[src/rtl/boot_cfg_pkg.sv]
// Shared types for the boot/configuration sequencer.
// Holds the FSM state enum, the boot-address constant and a counter-width helper.
package boot_cfg_pkg;

    typedef enum logic [2:0] {
        RST_HOLD,
        SELECT,
        REQ,
        WAIT_RESP,
        DONE,
        ERROR
    } state_e;

    localparam logic [31:0] BOOT_ADDR_REG = 32'h1A10_7008;

    // Bits needed to hold 0..max_val inclusive.
    function automatic int cnt_w(input int max_val);
        return (max_val < 1) ? 1 : $clog2(max_val + 1);
    endfunction

endpackage

[src/rtl/boot_cfg_sequencer_if.sv]
// Request/grant/response write bus between the sequencer and the interconnect.
// master: req/we/addr/wdata/be out, gnt/rvalid/err in; slave is the mirror.
interface boot_cfg_sequencer_if #(
    parameter int ADDR_W = 32,
    parameter int DATA_W = 32
);
    logic                  req_o;
    logic                  we_o;
    logic [ADDR_W-1:0]     addr_o;
    logic [DATA_W-1:0]     wdata_o;
    logic [DATA_W/8-1:0]   be_o;
    logic                  gnt_i;
    logic                  rvalid_i;
    logic                  err_i;

    modport master (
        output req_o, we_o, addr_o, wdata_o, be_o,
        input  gnt_i, rvalid_i, err_i
    );

    modport slave (
        input  req_o, we_o, addr_o, wdata_o, be_o,
        output gnt_i, rvalid_i, err_i
    );

endinterface

[src/rtl/boot_cfg_timer.sv]
// Loadable down-counter; expired_o is high while the count is 1 or 0.
// Ports: s_clk, s_rst_n, load_i/load_val_i (load), dec_i (count down), expired_o.
module boot_cfg_timer #(
    parameter int W       = 8,
    parameter int RST_VAL = 1
) (
    input  logic         s_clk,
    input  logic         s_rst_n,
    input  logic         load_i,
    input  logic [W-1:0] load_val_i,
    input  logic         dec_i,
    output logic         expired_o
);

    logic [W-1:0] cnt;

    always_ff @(posedge s_clk or negedge s_rst_n) begin
        if (!s_rst_n) begin
            cnt <= W'(RST_VAL);
        end else if (load_i) begin
            cnt <= load_val_i;
        end else if (dec_i && cnt != '0) begin
            cnt <= cnt - 1'b1;
        end
    end

    assign expired_o = (cnt <= W'(1));

endmodule

[src/rtl/boot_cfg_sequencer.sv]
// Boot sequencer: holds SoC reset, writes a config table over the bus, then
// enables fetch. Ports: s_clk, s_rst_n, restart_i, cfg_*_i table, soc_rst_n_o,
// bus (master), fetch_enable_o, done_o, error_o, err_idx_o.
module boot_cfg_sequencer
    import boot_cfg_pkg::*;
#(
    parameter int NUM_WRITES      = 4,
    parameter int ADDR_W          = 32,
    parameter int DATA_W          = 32,
    parameter int RST_HOLD_CYCLES = 16,
    parameter int MAX_RETRIES     = 3,
    parameter int TIMEOUT_CYCLES  = 255
) (
    input  logic                         s_clk,
    input  logic                         s_rst_n,
    input  logic                         restart_i,
    input  logic [NUM_WRITES*ADDR_W-1:0] cfg_addr_i,
    input  logic [NUM_WRITES*DATA_W-1:0] cfg_data_i,
    input  logic [NUM_WRITES-1:0]        cfg_en_i,
    output logic                         soc_rst_n_o,
    boot_cfg_sequencer_if.master         bus,
    output logic                         fetch_enable_o,
    output logic                         done_o,
    output logic                         error_o,
    output logic [3:0]                   err_idx_o
);

    localparam int IW   = cnt_w(NUM_WRITES);
    localparam int RW   = cnt_w(MAX_RETRIES);
    localparam int TMAX = (RST_HOLD_CYCLES > TIMEOUT_CYCLES) ?
                          RST_HOLD_CYCLES : TIMEOUT_CYCLES;
    localparam int TW   = cnt_w(TMAX);

    state_e            state;
    logic [IW-1:0]     idx;
    logic [RW-1:0]     retry;
    logic              restart_ok;
    logic              fail;
    logic              tmr_load;
    logic              tmr_dec;
    logic              tmr_exp;
    logic [TW-1:0]     tmr_val;
    logic [NUM_WRITES-1:0] en_sh;
    logic [ADDR_W-1:0] sel_addr;
    logic [DATA_W-1:0] sel_data;

    assign en_sh    = cfg_en_i >> idx;
    assign sel_addr = ADDR_W'(cfg_addr_i >> (ADDR_W * int'(idx)));
    assign sel_data = DATA_W'(cfg_data_i >> (DATA_W * int'(idx)));

    assign restart_ok = restart_i && (state == DONE || state == ERROR);

    // One timer serves the reset hold and the per-attempt timeout.
    // SELECT reloads it on every attempt, including retries.
    assign tmr_load = (state == SELECT) || restart_ok;
    assign tmr_val  = (state == SELECT) ? TW'(TIMEOUT_CYCLES)
                                        : TW'(RST_HOLD_CYCLES);
    assign tmr_dec  = (state == RST_HOLD) || (state == REQ) ||
                      (state == WAIT_RESP);

    // Timeout has priority over a grant in its last cycle so the
    // attempt budget is exact; a response in its last cycle still counts.
    assign fail = ((state == REQ) && tmr_exp) ||
                  ((state == WAIT_RESP) &&
                   (bus.rvalid_i ? bus.err_i : tmr_exp));

    assign bus.be_o = '1;

    boot_cfg_timer #(
        .W       (TW),
        .RST_VAL (RST_HOLD_CYCLES)
    ) u_timer (
        .s_clk      (s_clk),
        .s_rst_n    (s_rst_n),
        .load_i     (tmr_load),
        .load_val_i (tmr_val),
        .dec_i      (tmr_dec),
        .expired_o  (tmr_exp)
    );

    always_ff @(posedge s_clk or negedge s_rst_n) begin
        if (!s_rst_n) begin
            state          <= RST_HOLD;
            idx            <= '0;
            retry          <= '0;
            soc_rst_n_o    <= 1'b0;
            bus.req_o      <= 1'b0;
            bus.we_o       <= 1'b0;
            bus.addr_o     <= '0;
            bus.wdata_o    <= '0;
            fetch_enable_o <= 1'b0;
            done_o         <= 1'b0;
            error_o        <= 1'b0;
            err_idx_o      <= '0;
        end else begin
            unique case (state)
                RST_HOLD: begin
                    if (tmr_exp) begin
                        soc_rst_n_o <= 1'b1;
                        idx         <= '0;
                        state       <= SELECT;
                    end
                end
                SELECT: begin
                    if (idx == IW'(NUM_WRITES)) begin
                        done_o         <= 1'b1;
                        fetch_enable_o <= 1'b1;
                        state          <= DONE;
                    end else if (!en_sh[0]) begin
                        idx <= idx + 1'b1;
                    end else begin
                        bus.addr_o  <= sel_addr;
                        bus.wdata_o <= sel_data;
                        bus.req_o   <= 1'b1;
                        bus.we_o    <= 1'b1;
                        state       <= REQ;
                    end
                end
                REQ, WAIT_RESP: begin
                    if (fail) begin
                        bus.req_o <= 1'b0;
                        bus.we_o  <= 1'b0;
                        // Retry goes via SELECT: one idle cycle, timer reload.
                        if (retry < RW'(MAX_RETRIES)) begin
                            retry <= retry + 1'b1;
                            state <= SELECT;
                        end else begin
                            error_o   <= 1'b1;
                            err_idx_o <= 4'(idx);
                            state     <= ERROR;
                        end
                    end else if (state == REQ) begin
                        if (bus.gnt_i) begin
                            bus.req_o <= 1'b0;
                            bus.we_o  <= 1'b0;
                            state     <= WAIT_RESP;
                        end
                    end else if (bus.rvalid_i) begin
                        retry <= '0;
                        idx   <= idx + 1'b1;
                        state <= SELECT;
                    end
                end
                DONE, ERROR: begin
                    if (restart_i) begin
                        soc_rst_n_o    <= 1'b0;
                        fetch_enable_o <= 1'b0;
                        done_o         <= 1'b0;
                        error_o        <= 1'b0;
                        err_idx_o      <= '0;
                        idx            <= '0;
                        retry          <= '0;
                        state          <= RST_HOLD;
                    end
                end
                default: state <= RST_HOLD;
            endcase
        end
    end

endmodule

[src/flat_wrapper.sv]
// flat-port wrapper written by rule: the top's interface ports become plain ports
module boot_cfg_sequencer_flat import boot_cfg_pkg::*;
#(
    parameter int NUM_WRITES      = 4,
    parameter int ADDR_W          = 32,
    parameter int DATA_W          = 32,
    parameter int RST_HOLD_CYCLES = 16,
    parameter int MAX_RETRIES     = 3,
    parameter int TIMEOUT_CYCLES  = 255
)
  (s_clk, s_rst_n, restart_i, cfg_addr_i, cfg_data_i, cfg_en_i, soc_rst_n_o, fetch_enable_o, done_o, error_o, err_idx_o, bus_req_o, bus_we_o, bus_addr_o, bus_wdata_o, bus_be_o, bus_gnt_i, bus_rvalid_i, bus_err_i);
  boot_cfg_sequencer_if #(.ADDR_W(ADDR_W), .DATA_W(DATA_W)) bus_i ();
  input  logic s_clk;
  input  logic s_rst_n;
  input  logic restart_i;
  input  logic [NUM_WRITES*ADDR_W-1:0] cfg_addr_i;
  input  logic [NUM_WRITES*DATA_W-1:0] cfg_data_i;
  input  logic [NUM_WRITES-1:0] cfg_en_i;
  output logic soc_rst_n_o;
  output logic fetch_enable_o;
  output logic done_o;
  output logic error_o;
  output logic [3:0] err_idx_o;
  output wire logic [$bits(bus_i.req_o)-1:0] bus_req_o;
  output wire logic [$bits(bus_i.we_o)-1:0] bus_we_o;
  output wire logic [$bits(bus_i.addr_o)-1:0] bus_addr_o;
  output wire logic [$bits(bus_i.wdata_o)-1:0] bus_wdata_o;
  output wire logic [$bits(bus_i.be_o)-1:0] bus_be_o;
  input wire logic [$bits(bus_i.gnt_i)-1:0] bus_gnt_i;
  input wire logic [$bits(bus_i.rvalid_i)-1:0] bus_rvalid_i;
  input wire logic [$bits(bus_i.err_i)-1:0] bus_err_i;
  assign bus_req_o = bus_i.req_o;
  assign bus_we_o = bus_i.we_o;
  assign bus_addr_o = bus_i.addr_o;
  assign bus_wdata_o = bus_i.wdata_o;
  assign bus_be_o = bus_i.be_o;
  assign bus_i.gnt_i = bus_gnt_i;
  assign bus_i.rvalid_i = bus_rvalid_i;
  assign bus_i.err_i = bus_err_i;
  boot_cfg_sequencer #(.NUM_WRITES(NUM_WRITES), .ADDR_W(ADDR_W), .DATA_W(DATA_W), .RST_HOLD_CYCLES(RST_HOLD_CYCLES), .MAX_RETRIES(MAX_RETRIES), .TIMEOUT_CYCLES(TIMEOUT_CYCLES)) u_core (.s_clk(s_clk), .s_rst_n(s_rst_n), .restart_i(restart_i), .cfg_addr_i(cfg_addr_i), .cfg_data_i(cfg_data_i), .cfg_en_i(cfg_en_i), .soc_rst_n_o(soc_rst_n_o), .bus(bus_i), .fetch_enable_o(fetch_enable_o), .done_o(done_o), .error_o(error_o), .err_idx_o(err_idx_o));
endmodule
[config.mk]
export PLATFORM = sky130hd
export DESIGN_NAME = boot_cfg_sequencer_flat
export DESIGN_NICKNAME = d
export VERILOG_FILES = /design/src/rtl/boot_cfg_pkg.sv /design/src/rtl/boot_cfg_sequencer_if.sv /design/src/rtl/boot_cfg_timer.sv /design/src/rtl/boot_cfg_sequencer.sv /design/src/flat_wrapper.sv
export SDC_FILE = /design/constraint.sdc
export NUM_CORES = 1
export LEC_CHECK = 0
export ABC_AREA = 1
export BUFFER_PORTS_ARGS = -buffer_cell sky130_fd_sc_hd__clkbuf_2
export CORE_MARGIN = 2
export CORE_UTILIZATION = 35
export DETAILED_ROUTE_END_ITERATION = 16
export PLACE_DENSITY = 0.64
export RECOVER_POWER = 50
export SYNTH_ARGS = -nofsm -noshare
export SYNTH_HDL_FRONTEND = slang
export SYNTH_SLANG_ARGS = --single-unit
[constraint.sdc]
create_clock -name s_clk -period 1.9 [get_ports s_clk]
set_input_delay 0.095 -clock s_clk [delete_from_list [all_inputs] [get_ports s_clk]]
set_output_delay 0.095 -clock s_clk [all_outputs]
set_load 0.05 [all_outputs]
== Yosys cells after proc, flatten, opt, wreduce, memory -nomap -nowiden ==
Cells that the tools add are included.

* Word-level logic and storage cells: 117
* Output and inout port bits: 78
* Input port bits: 266
* Bits in registers: 88

* Shifts and indexed selects: 3
* Reduce and logical (&&, ||, !) cells: 27
* Bitwise gates (word level): 1
* $lt $le $gt $ge: 2
* Equality and inequality tests: 25
* Mux-type cells: 45
* $add $sub $neg: 3

{| class="wikitable"
|+ Operator list
! kind !! count
|-
| 128-bit by 8-bit >> shifter with 32-bit output || 2
|-
| 3-bit two-way mux || 15
|-
| 8-bit two-way mux || 3
|-
| 3-bit one-hot mux with 4 select lines || 2
|-
| 2-bit inequality test (second input constant) || 8
|-
| 5-bit AND reduction || 3
|-
| 4-bit two-way mux || 3
|-
| 3-bit by 2-bit inequality test with 1-bit output (second input constant) || 4
|-
| 1-bit two-way mux || 11
|-
| 2-bit two-way mux || 5
|-
| 2-bit nonzero test || 5
|-
| 3-bit equality test (second input constant) || 3
|-
| 3-bit AND reduction || 3
|-
| 8-bit by 1-bit less-or-equal comparator with 1-bit output (second input constant) || 1
|-
| 1-bit one-hot mux with 2 select lines || 4
|-
| 4-bit one-hot mux with 2 select lines || 1
|-
| 8-bit AND reduction || 1
|-
| 8-bit nonzero test || 1
|-
| 8-bit by 1-bit subtractor with 8-bit output (second input constant) || 1
|-
| 3-bit by 2-bit equality test with 1-bit output (second input constant) || 2
|-
| 2-bit by 1-bit inequality test with 1-bit output (second input constant) || 3
|-
| 1-bit logical OR || 5
|-
| 1-bit logical AND || 4
|-
| 4-bit by 2-bit inequality test with 1-bit output (second input constant) || 1
|-
| other kinds (14) || 15
|}

== Logic depth before layout (Yosys ltp) ==
Gate-level depths: netlist of run 1.

* Word-level depth: 6
* Gate-level depth with buffers: 12
* Gate-level depth less buffers: 12

== Cells and area by module ==
Synthesis of run 1 repeated with hierarchy kept, for this count alone.

* Cells, all modules: 883
* Area, all modules: 5948.2 um^2

{| class="wikitable"
|+ By module, submodules not included
! module !! times used !! cells each !! area an instance (um^2)
|-
| boot_cfg_sequencer || 1 || 788 || 5257.5
|-
| boot_cfg_timer || 1 || 95 || 690.7
|}

== Least setup slack after synthesis of run 1 ==
No wires, ideal clock.

* Path kind: register -> register
* Start point: register u_core.idx[0]
* End point: register u_core.idx[0]
* Period minus slack after synthesis: 1733 ps
* Buffers on the path: 3
* Data arrival time: 1616 ps
* Stages on the path, launching flop included: 12
* Path slack: 167 ps
* Cell sequence: dfrtp_1 buf_4 inv_2 buf_4 buf_2 ha_1 nand3_1 nand3b_1 nor2_1 nand3_1 nand2_1 nand2_1

* Cells in the longest elaborated chain, start to end: 5
* Elaborated cells between the ends (all ways): 12
* Classes of those cells: add/sub: 1; eq/ne: 3; shift: 1; mux: 6; reduce/logical: 1

{| class="wikitable"
|+ RTL lines
! element !! line !! RTL
|-
| from (decl) || boot_cfg_sequencer.sv:35 || <nowiki>logic [IW-1:0] idx;</nowiki>
|-
| from (signal assigned) || boot_cfg_sequencer.sv:110 || <nowiki>idx <= idx + 1'b1;</nowiki>
|-
| from (signal assigned) || boot_cfg_sequencer.sv:140 || <nowiki>idx <= idx + 1'b1;</nowiki>
|-
| 3-bit by 1-bit adder with 3-bit output || boot_cfg_sequencer.sv:110, boot_cfg_sequencer.sv:140 ||
|-
| 3-bit two-way mux || boot_cfg_sequencer.sv:138 || <nowiki>end else if (bus.rvalid_i) begin</nowiki>
|-
| 3-bit two-way mux || boot_cfg_sequencer.sv:132 || <nowiki>end else if (state == REQ) begin</nowiki>
|-
| 3-bit two-way mux || boot_cfg_sequencer.sv:120 || <nowiki>if (fail) begin</nowiki>
|-
| 3-bit one-hot mux with 4 select lines || boot_cfg_sequencer.sv:96 || <nowiki>unique case (state)</nowiki>
|}

Parallel ways exist; a longest one is shown, timed or not. The select of a mux whose other input is x is not followed.
A chain may end at the register's enable or synchronous reset.

== Worst setup path after layout of run 1 ==
* Start point: register u_core.u_timer.cnt[0]
* End point: register u_core.idx[0]

* Cells in the longest elaborated chain, start to end: 6
* Elaborated cells between the ends (all ways): 8
* Classes of those cells: order compare: 1; eq/ne: 2; mux: 1; reduce/logical: 4

{| class="wikitable"
|+ RTL lines
! element !! line !! RTL
|-
| from (decl) || boot_cfg_timer.sv:15 || <nowiki>logic [W-1:0] cnt;</nowiki>
|-
| from (signal assigned) || boot_cfg_timer.sv:19 || <nowiki>cnt <= W'(RST_VAL);</nowiki>
|-
| from (signal assigned) || boot_cfg_timer.sv:21 || <nowiki>cnt <= load_val_i;</nowiki>
|-
| from (signal assigned) || boot_cfg_timer.sv:23 || <nowiki>cnt <= cnt - 1'b1;</nowiki>
|-
| 8-bit by 1-bit less-or-equal comparator with 1-bit output * || boot_cfg_timer.sv:27 || <nowiki>assign expired_o = (cnt <= W'(1));</nowiki>
|-
| 1-bit two-way mux || boot_cfg_sequencer.sv:65 || <nowiki>(bus.rvalid_i ? bus.err_i : tmr_exp));</nowiki>
|-
| 1-bit logical AND || boot_cfg_sequencer.sv:64 || <nowiki>((state == WAIT_RESP) &&</nowiki>
|-
| 1-bit logical OR || boot_cfg_sequencer.sv:63 || <nowiki>assign fail = ((state == REQ) && tmr_exp) ||</nowiki>
|-
| 2-bit inequality test (no line) || -- ||
|-
| 8-bit AND reduction (no line) * || -- ||
|}

Every way passes the cells marked *; elsewhere a longest branch is shown, timed or not.

==> flow_summary_export.csv, run 1 <==
group,metric,value,unit
setup_path,end_kind,"register",
synthesis,synth-compound-area-share,20.6,%
global_route,grtUsageTotal,23.9,%
clock_tree,cts_setup_buffers,0,
setup_path,rr_worst_depth,11,
synthesis,synth_cells,860,
clock_tree,cts_buffers,9,
sta,setup_viol,0,
synthesis,synth-seq-cells,87,
global_route,grt_use_met2,40.1,%
routing,drc,0,
synthesis,yosysSeqAreaShare,37.6,%
floorplanning,row_count,47,
clock_tree,h-tree-depth,3,
floorplanning,core,16300,um2
clock_tree,cts-root-buf,"clkbuf_16",
place,port_buffers,338,
sta,period_minus_slack,1.69,ns
setup_path,startpoint_type,"register",
clock_tree,path_clk_slew,0.06,ns
global_route,grt_pass1_wl,33800,um
sta,relSlewSlack,16.5,%
final_layout,fin_area,7800,um2
synthesis,synthSimpleGateAreaFrac,30.5,%
sta,fin_setup_tns,0,ns
final_layout,synthToLayoutAreaGrowth,34.6,%
sta,tightest_slew,1.25,ns
routing,wirelength,21200,um
global_route,grt_pass1_vias,6659,
setup_path,startpoint,"u_core.u_timer.cnt[0]$_DFFE_PN0P_",
global_route,antenna_found_initial,0,
routing,avgRoutedWirePerCell,15.3,um
setup_path,critPathMaxFanout,5,
final_layout,diodes,0,
clock_tree,cts_tree,"built",
final_layout,nNetsFinal,1430,
global_route,grt_max_degree,74,
pwr,p_per_area,497,nW/um2
synthesis,synth_fa_ha_area_share,1.08,%
global_route,busiest_layer,"met2",
setup_path,regToRegStartpoint,"u_core.u_timer.cnt[0]$_DFFE_PN0P_",
routing,vias,6953,
worst_hold_path,hp-class,"in2reg",
synthesis,yosysWarnings,0,
sta,max_clock_freq,591,MHz
clock_tree,clockBufferDepth,2,
setup_path,worstReg2RegEnd,"u_core.idx[0]$_DFFE_PN0P_",
pwr,peakVddDrop,0.392,mV
sta,report.final.slew_viol_count,0,
final_layout,final_cells,1384,
synthesis,netlist_area,5790,um2
sta,rsz0062_at_grt,"false",
synthesis,synthXorXnorAreaFrac,0.454,%
final_layout,drive_gt1_share,28.4,%
clock_tree,clock_sinks,87,
routing,drtIter0Drc,458,
floorplanning,dieArea,17600,um2
setup_path,arrival,1.91,ns
pwr,p_leak,4.28,nW
routing,drt_pre_antenna_iters,5,
final_layout,utilization,47.7,%
place,dp_cells,1367,
synthesis,avgSynthCellArea,6.73,um2
synthesis,synth.distinct_cells,31,
setup_path,critPathCapture,"u_core.idx[0]$_DFFE_PN0P_",
global_route,grt-ovfl-total,0,
floorplanning,die_y,133,um
run,maxCapViolCount,0,
global_route,grt_util_met3,4.41,%
floorplanning,io_pins,344,
place,gp_congestion,0.881,
sta,fin_crit_sh,89.1,%
floorplanning,initial_core_util,35.4,%
routing,ant_nets,0,
synthesis,synth_top_family_by_area,"simple AND/OR/NAND/NOR gates",
place,dpl.hpwl,15700,um
floorplanning,die_x,133,um
place,post-place-ws,0.166,ns
sta,skew,0.00792,ns
clock_tree,clk_latency,0.34,ns
setup_path,critPathKind,"reg2reg",
sta,setup_ws,0.208,ns
global_route,met1_usage,31.2,%
setup_path,timing.reg2reg.setup_slack,0.21,ns
sta,finalHoldViolations,0,
setup_path,cp.required,2.12,ns
outcome,status,"finished, final reports clean",
place,dpl_cell_area,7600,um2
routing,vias_per_cell,5.02,
synthesis,synth_mux_area_share,0,%
==> metal layers <==
| layer | vias up | routed length, um |
|---|---|---|
| li1 | 3471 | - |
| met4 | 0 | 477 |
| met1 | 3169 | 9130 |
| met3 | 34 | 1440 |
| met2 | 279 | 10200 |
| met5 | - | 0 |
==> registers in the layout (all words and copies together) (netlist names) <==
name and cells:
u_core.u_timer.cnt 8, u_core.err_idx_o 3, u_core.state 3, u_core.idx 3
u_core.bus.req_o 1, u_core.done_o 1, u_core.bus.wdata_o 32, u_core.retry 2
u_core.error_o 1, u_core.bus.addr_o 32, u_core.soc_rst_n_o 1
==> logic make-up after synthesis <==
kind of cell	Yosys count
AO/OA/AOI/OAI	218
XOR/XNOR	3
adder cells (fa/ha/maj)	5
buffers and inverters	115
flip-flops	87
other	2
AND/OR/NAND/NOR	430
==> cells in the mapped netlist, drive strengths merged <==
master	count	area [um2]
nand3b	2	15.0
o221ai	2	17.5
dfstp	1	26.3
o211ai	2	15.0
nor3	1	5.00
xnor2	1	8.76
xor2	2	17.5
nand3	85	425
a31oi	4	25.0
nand2	183	699
dfrtp	86	2150
clkbuf	36	135
clkinv	2	7.51
nand4	4	25.0
o22ai	64	400
a21oi	4	20.0
conb	2	7.51
o21ai	142	714
inv	41	154
ha	5	62.6
nor2	155	597
buf	36	260
==> timing repair <==
| item | in CTS | in global routing |
|---|---|---|
| setup endpoints to repair | 0 | 4 |
| gates resized for setup | 0 | 2 |
| hold buffers | 1 | 0 |
| hold endpoints to repair | 49 | 0 |
==> critical path: stages (launching register included) <==
cell and delay [ns]:
dfrtp_1 0.38, inv_1 0.13, ha_1 0.25, inv_1 0.05
nand2_1 0.05, nand2_1 0.04, nor2_1 0.09, nor2_1 0.07
nor2_1 0.19, nand3_1 0.16, nand2_1 0.09, nand2_1 0.07
==> cell type report <==
type                       count  area (um2)
tap                          220         275
fill                        1727        8550
timing repair buffer         357        1840
clock buffer                  12         236
sequential                    87        2180
clock inverter                 4        25.0
multi-input combinational    661        3070
inverter                      43         163
==> layout by cell type (no fill, tap or decap), types with 5 or more instances in the layout <==
master and instances:
clkbuf_2 276, nand2_1 178, nor2_1 151, o21ai_0 133, nand3_1 85, dfrtp_1 84, clkbuf_1 65, o22ai_1 64
inv_1 31, buf_4 10, inv_2 9, clkbuf_16 9, o21ai_1 8, buf_12 6, ha_1 5, conb_1 5
==> metrics by stage <==
stage	hold WS, ns	power, mW
2_1_floorplan	-0.201	2.00
3_3_place_gp	0.183	2.32
3_5_place_dp	0.175	2.32
4_1_cts	0.133	3.93
5_1_grt	0.153	4.07
6_report	0.145	3.87
==> worst min-delay path by stage <==
stage / start / depth (start not counted) / end / slack (ns)
after floorplan: s_rst_n / 0 / u_core.bus.addr_o[0]$_DFFE_PN0P_ / -0.20
after global placement: s_rst_n / 1 / u_core.bus.wdata_o[9]$_DFFE_PN0P_ / 0.18
after detailed placement: s_rst_n / 1 / u_core.bus.wdata_o[9]$_DFFE_PN0P_ / 0.17
after CTS: cfg_addr_i[13] / 5 / u_core.bus.addr_o[13]$_DFFE_PN0P_ / 0.13
after global routing: cfg_addr_i[4] / 5 / u_core.bus.addr_o[4]$_DFFE_PN0P_ / 0.15
final: cfg_data_i[22] / 5 / u_core.bus.wdata_o[22]$_DFFE_PN0P_ / 0.14
==> where the power goes <==
part           internal [mW]  total (mW)  switching (mW)  leakage [nW]
Clock                  0.883        1.59           0.711         0.123
Combinational          0.235       0.425           0.190          2.98
Sequential              1.85        1.85        0.000577          1.17
Total                   2.97        3.87           0.901          4.28
No activity file was read; power rests on OpenSTA's default activity.
==> run 2: changes to the inputs <==
Clock period 1.9 ns to 2 ns, I/O delays scaled along.
==> run 2 against run 1 <==
Effect of this change: sequential share of layout area is 0.15 points lower; fmax is 4.8% lower; utilization is 0.25 points higher; wire length is 0.10% lower; die area stayed put; first-iteration DRC count is 24% higher; clock skew is 0.0031 ns lower; power is 2.8% lower; largest power group unchanged.
==> flow_summary_export.csv, run 2 (synthesized netlist as in run 1, its figures left out) <==
group,metric,value,unit
floorplanning,io_pins,344,
global_route,grt_pass1_wl,33800,um
routing,drc,0,
final_layout,nNetsFinal,1429,
global_route,antenna_found_initial,0,
place,dp_cells,1366,
global_route,grtUsageTotal,24.0,%
run,maxCapViolCount,0,
floorplanning,initial_core_util,35.4,%
sta,max_clock_freq,563,MHz
pwr,p_switching,0.869,mW
floorplanning,core,16300,um2
sta,fin_setup_tns,0,ns
global_route,grt-ovfl-total,0,
pwr,total_power,3.76,mW
final_layout,multi_input_area,3070,um2
final_layout,final_cells,1383,
place,gp_congestion,0.877,
sta,hold_ws,0.143,ns
outcome,status,"finished, final reports clean",
pwr,switching_share,23.1,%
floorplanning,die_x,133,um
pwr,intPower,2.89,mW
final_layout,layout_common_cells,"302 x clkbuf_2, 178 x nand2_1, 151 x nor2_1",
setup_path,critPathKind,"reg2reg",
clock_tree,path_clk_slew,0.06,ns
setup_path,critical_path.top_delay_family,"buffers and inverters",
setup_path,rr_worst_depth,5,
final_layout,final_common_cell,"clkbuf_2",
floorplanning,row_count,47,
final_layout,largestRegisters,"u_core.bus.addr_o (32), u_core.bus.wdata_o (32), u_core.u_timer.cnt (8)",
floorplanning,die_y,133,um
setup_path,end_kind,"register",
clock_tree,clockBufferDepth,2,
pwr,power_frac_clock,42.3,%
routing,drt_pre_antenna_iters,5,
setup_path,critPathMaxStageDelay,0.53,ns
setup_path,cp.required,2.28,ns
routing,drtIter0Drc,570,
setup_path,startpoint_type,"register",
setup_path,path_cells,"buf_4, o21ai_0, o22ai_1, nand3_1, nand2_1",
final_layout,ff_latch_area,2180,um2
sta,rsz0062_at_grt,"false",
final_layout,diodes,0,
sta,fin_crit_sh,88.9,%
worst_hold_path,hp-class,"in2reg",
final_layout,fillCellCount,1720,
pwr,p_comb_share,10.9,%
routing,wirelength,21200,um
clock_tree,clock_sinks,87,
routing,ant_nets,0,
global_route,grt_max_degree,74,
place,dpl.hpwl,15900,um
pwr,peakVddDrop,0.406,mV
pwr,p_leak,4.36,nW
setup_path,regToRegStartpoint,"u_core.idx[0]$_DFFE_PN0P_",
routing,vias_per_cell,5.00,
clock_tree,cts_tree,"built",
clock_tree,clk_latency,0.34,ns
routing,avgRoutedWirePerCell,15.3,um
final_layout,utilization,47.9,%
worst_hold_path,hold_path_depth,5,
clock_tree,cts-root-buf,"clkbuf_16",
sta,skew,0.00479,ns
setup_path,critical-path-slowest-cell,"buf_4",
pwr,p_per_area,480,nW/um2
clock_tree,cts_buffers,9,
setup_path,arrival,2.06,ns
final_layout,drive_gt1_share,30.6,%
routing,vias,6914,
clock_tree,cts_resized,0,
global_route,grt_pass1_vias,6449,
setup_path,worst-path-stages,5,
place,port_buffers,338,
setup_path,startpoint,"u_core.idx[0]$_DFFE_PN0P_",
sta,tightest_slew,1.23,ns
sta,setup_viol,0,
worst_hold_path,hp-start,"cfg_addr_i[14]",
sta,relSlewSlack,18.1,%
sta,finalHoldViolations,0,
final_layout,synthToLayoutAreaGrowth,35.4,%
floorplanning,dieArea,17600,um2
pwr,seqPwrFrac,46.8,%
setup_path,path_buf_inv,1,
sta,report.final.slew_viol_count,0,
setup_path,critPathMaxFanout,73,
sta,period_minus_slack,1.78,ns
clock_tree,h-tree-depth,3,
==> run 2: cell types whose count changed in the layout (fill, tap and decap cells not counted), sizes merged <==
| cell | previous run | this run |
|---|---|---|
| clkinvlp | 2 | 1 |
| clkbuf | 350 | 351 |
| buf | 18 | 17 |
==> run 2: power groups by stage <==
stage	Sequential, mW	Clock [mW]	Combinational [mW]
2_1_floorplan	1.80	0	0.0999
3_3_place_gp	1.79	0	0.411
3_5_place_dp	1.79	0	0.410
4_1_cts	1.76	1.64	0.414
5_1_grt	1.76	1.71	0.456
6_report	1.76	1.59	0.410
==> run 2: per-stage QoR <==
stage	instance area (um2)	worst slack (ns)
final	7840	0.222
after detailed placement	7600	0.235
after global placement	7600	0.244
after floorplan	5800	0.267
after CTS	7890	0.228
after global routing	7840	0.0604
==> run 2: worst register-to-register path: stages, from the launching register on <==
cell	delay (ns)
dfrtp_4	0.44
buf_4	0.53
o21ai_0	0.27
o22ai_1	0.30
nand3_1	0.11
nand2_1	0.07
==> run 2: routing by layer <==
metal	global-route usage, %	routed length (um)	up-vias
met4	6.15	461	0
li1	-	-	3463
met2	40.4	10200	251
met3	5.44	1360	35
met1	31.3	9240	3165
met5	0	0	-
==> run 2: layout make-up <==
cell class | instances | share of cell area (%)
clock buffer | 13 | 3.32
timing repair buffer | 356 | 23.9
sequential | 87 | 27.9
multi-input combinational | 661 | 39.1
clock inverter | 3 | 0.223
tap | 220 | 3.51
inverter | 43 | 2.08
==> run 2: what timing repair did <==
item	4_1_cts	5_1_grt
setup buffers	0	0
endpoints found under the setup margin	0	0
hold buffers	1	0
hold endpoints to repair	44	0
==> run 2: worst paths after layout <==
| check | end | slack [ns] |
|---|---|---|
| max | u_core.bus.addr_o[12]$_DFFE_PN0P_ | 0.22 |
| min | u_core.bus.addr_o[14]$_DFFE_PN0P_ | 0.14 |
| max reg2reg | u_core.bus.addr_o[12]$_DFFE_PN0P_ | 0.22 |
| min reg2reg | u_core.bus.wdata_o[19]$_DFFE_PN0P_ | 0.48 |
| max in group asynchronous | u_core.idx[0]$_DFFE_PN0P_ | 0.57 |
| min in group asynchronous | u_core.bus.wdata_o[9]$_DFFE_PN0P_ | 0.55 |
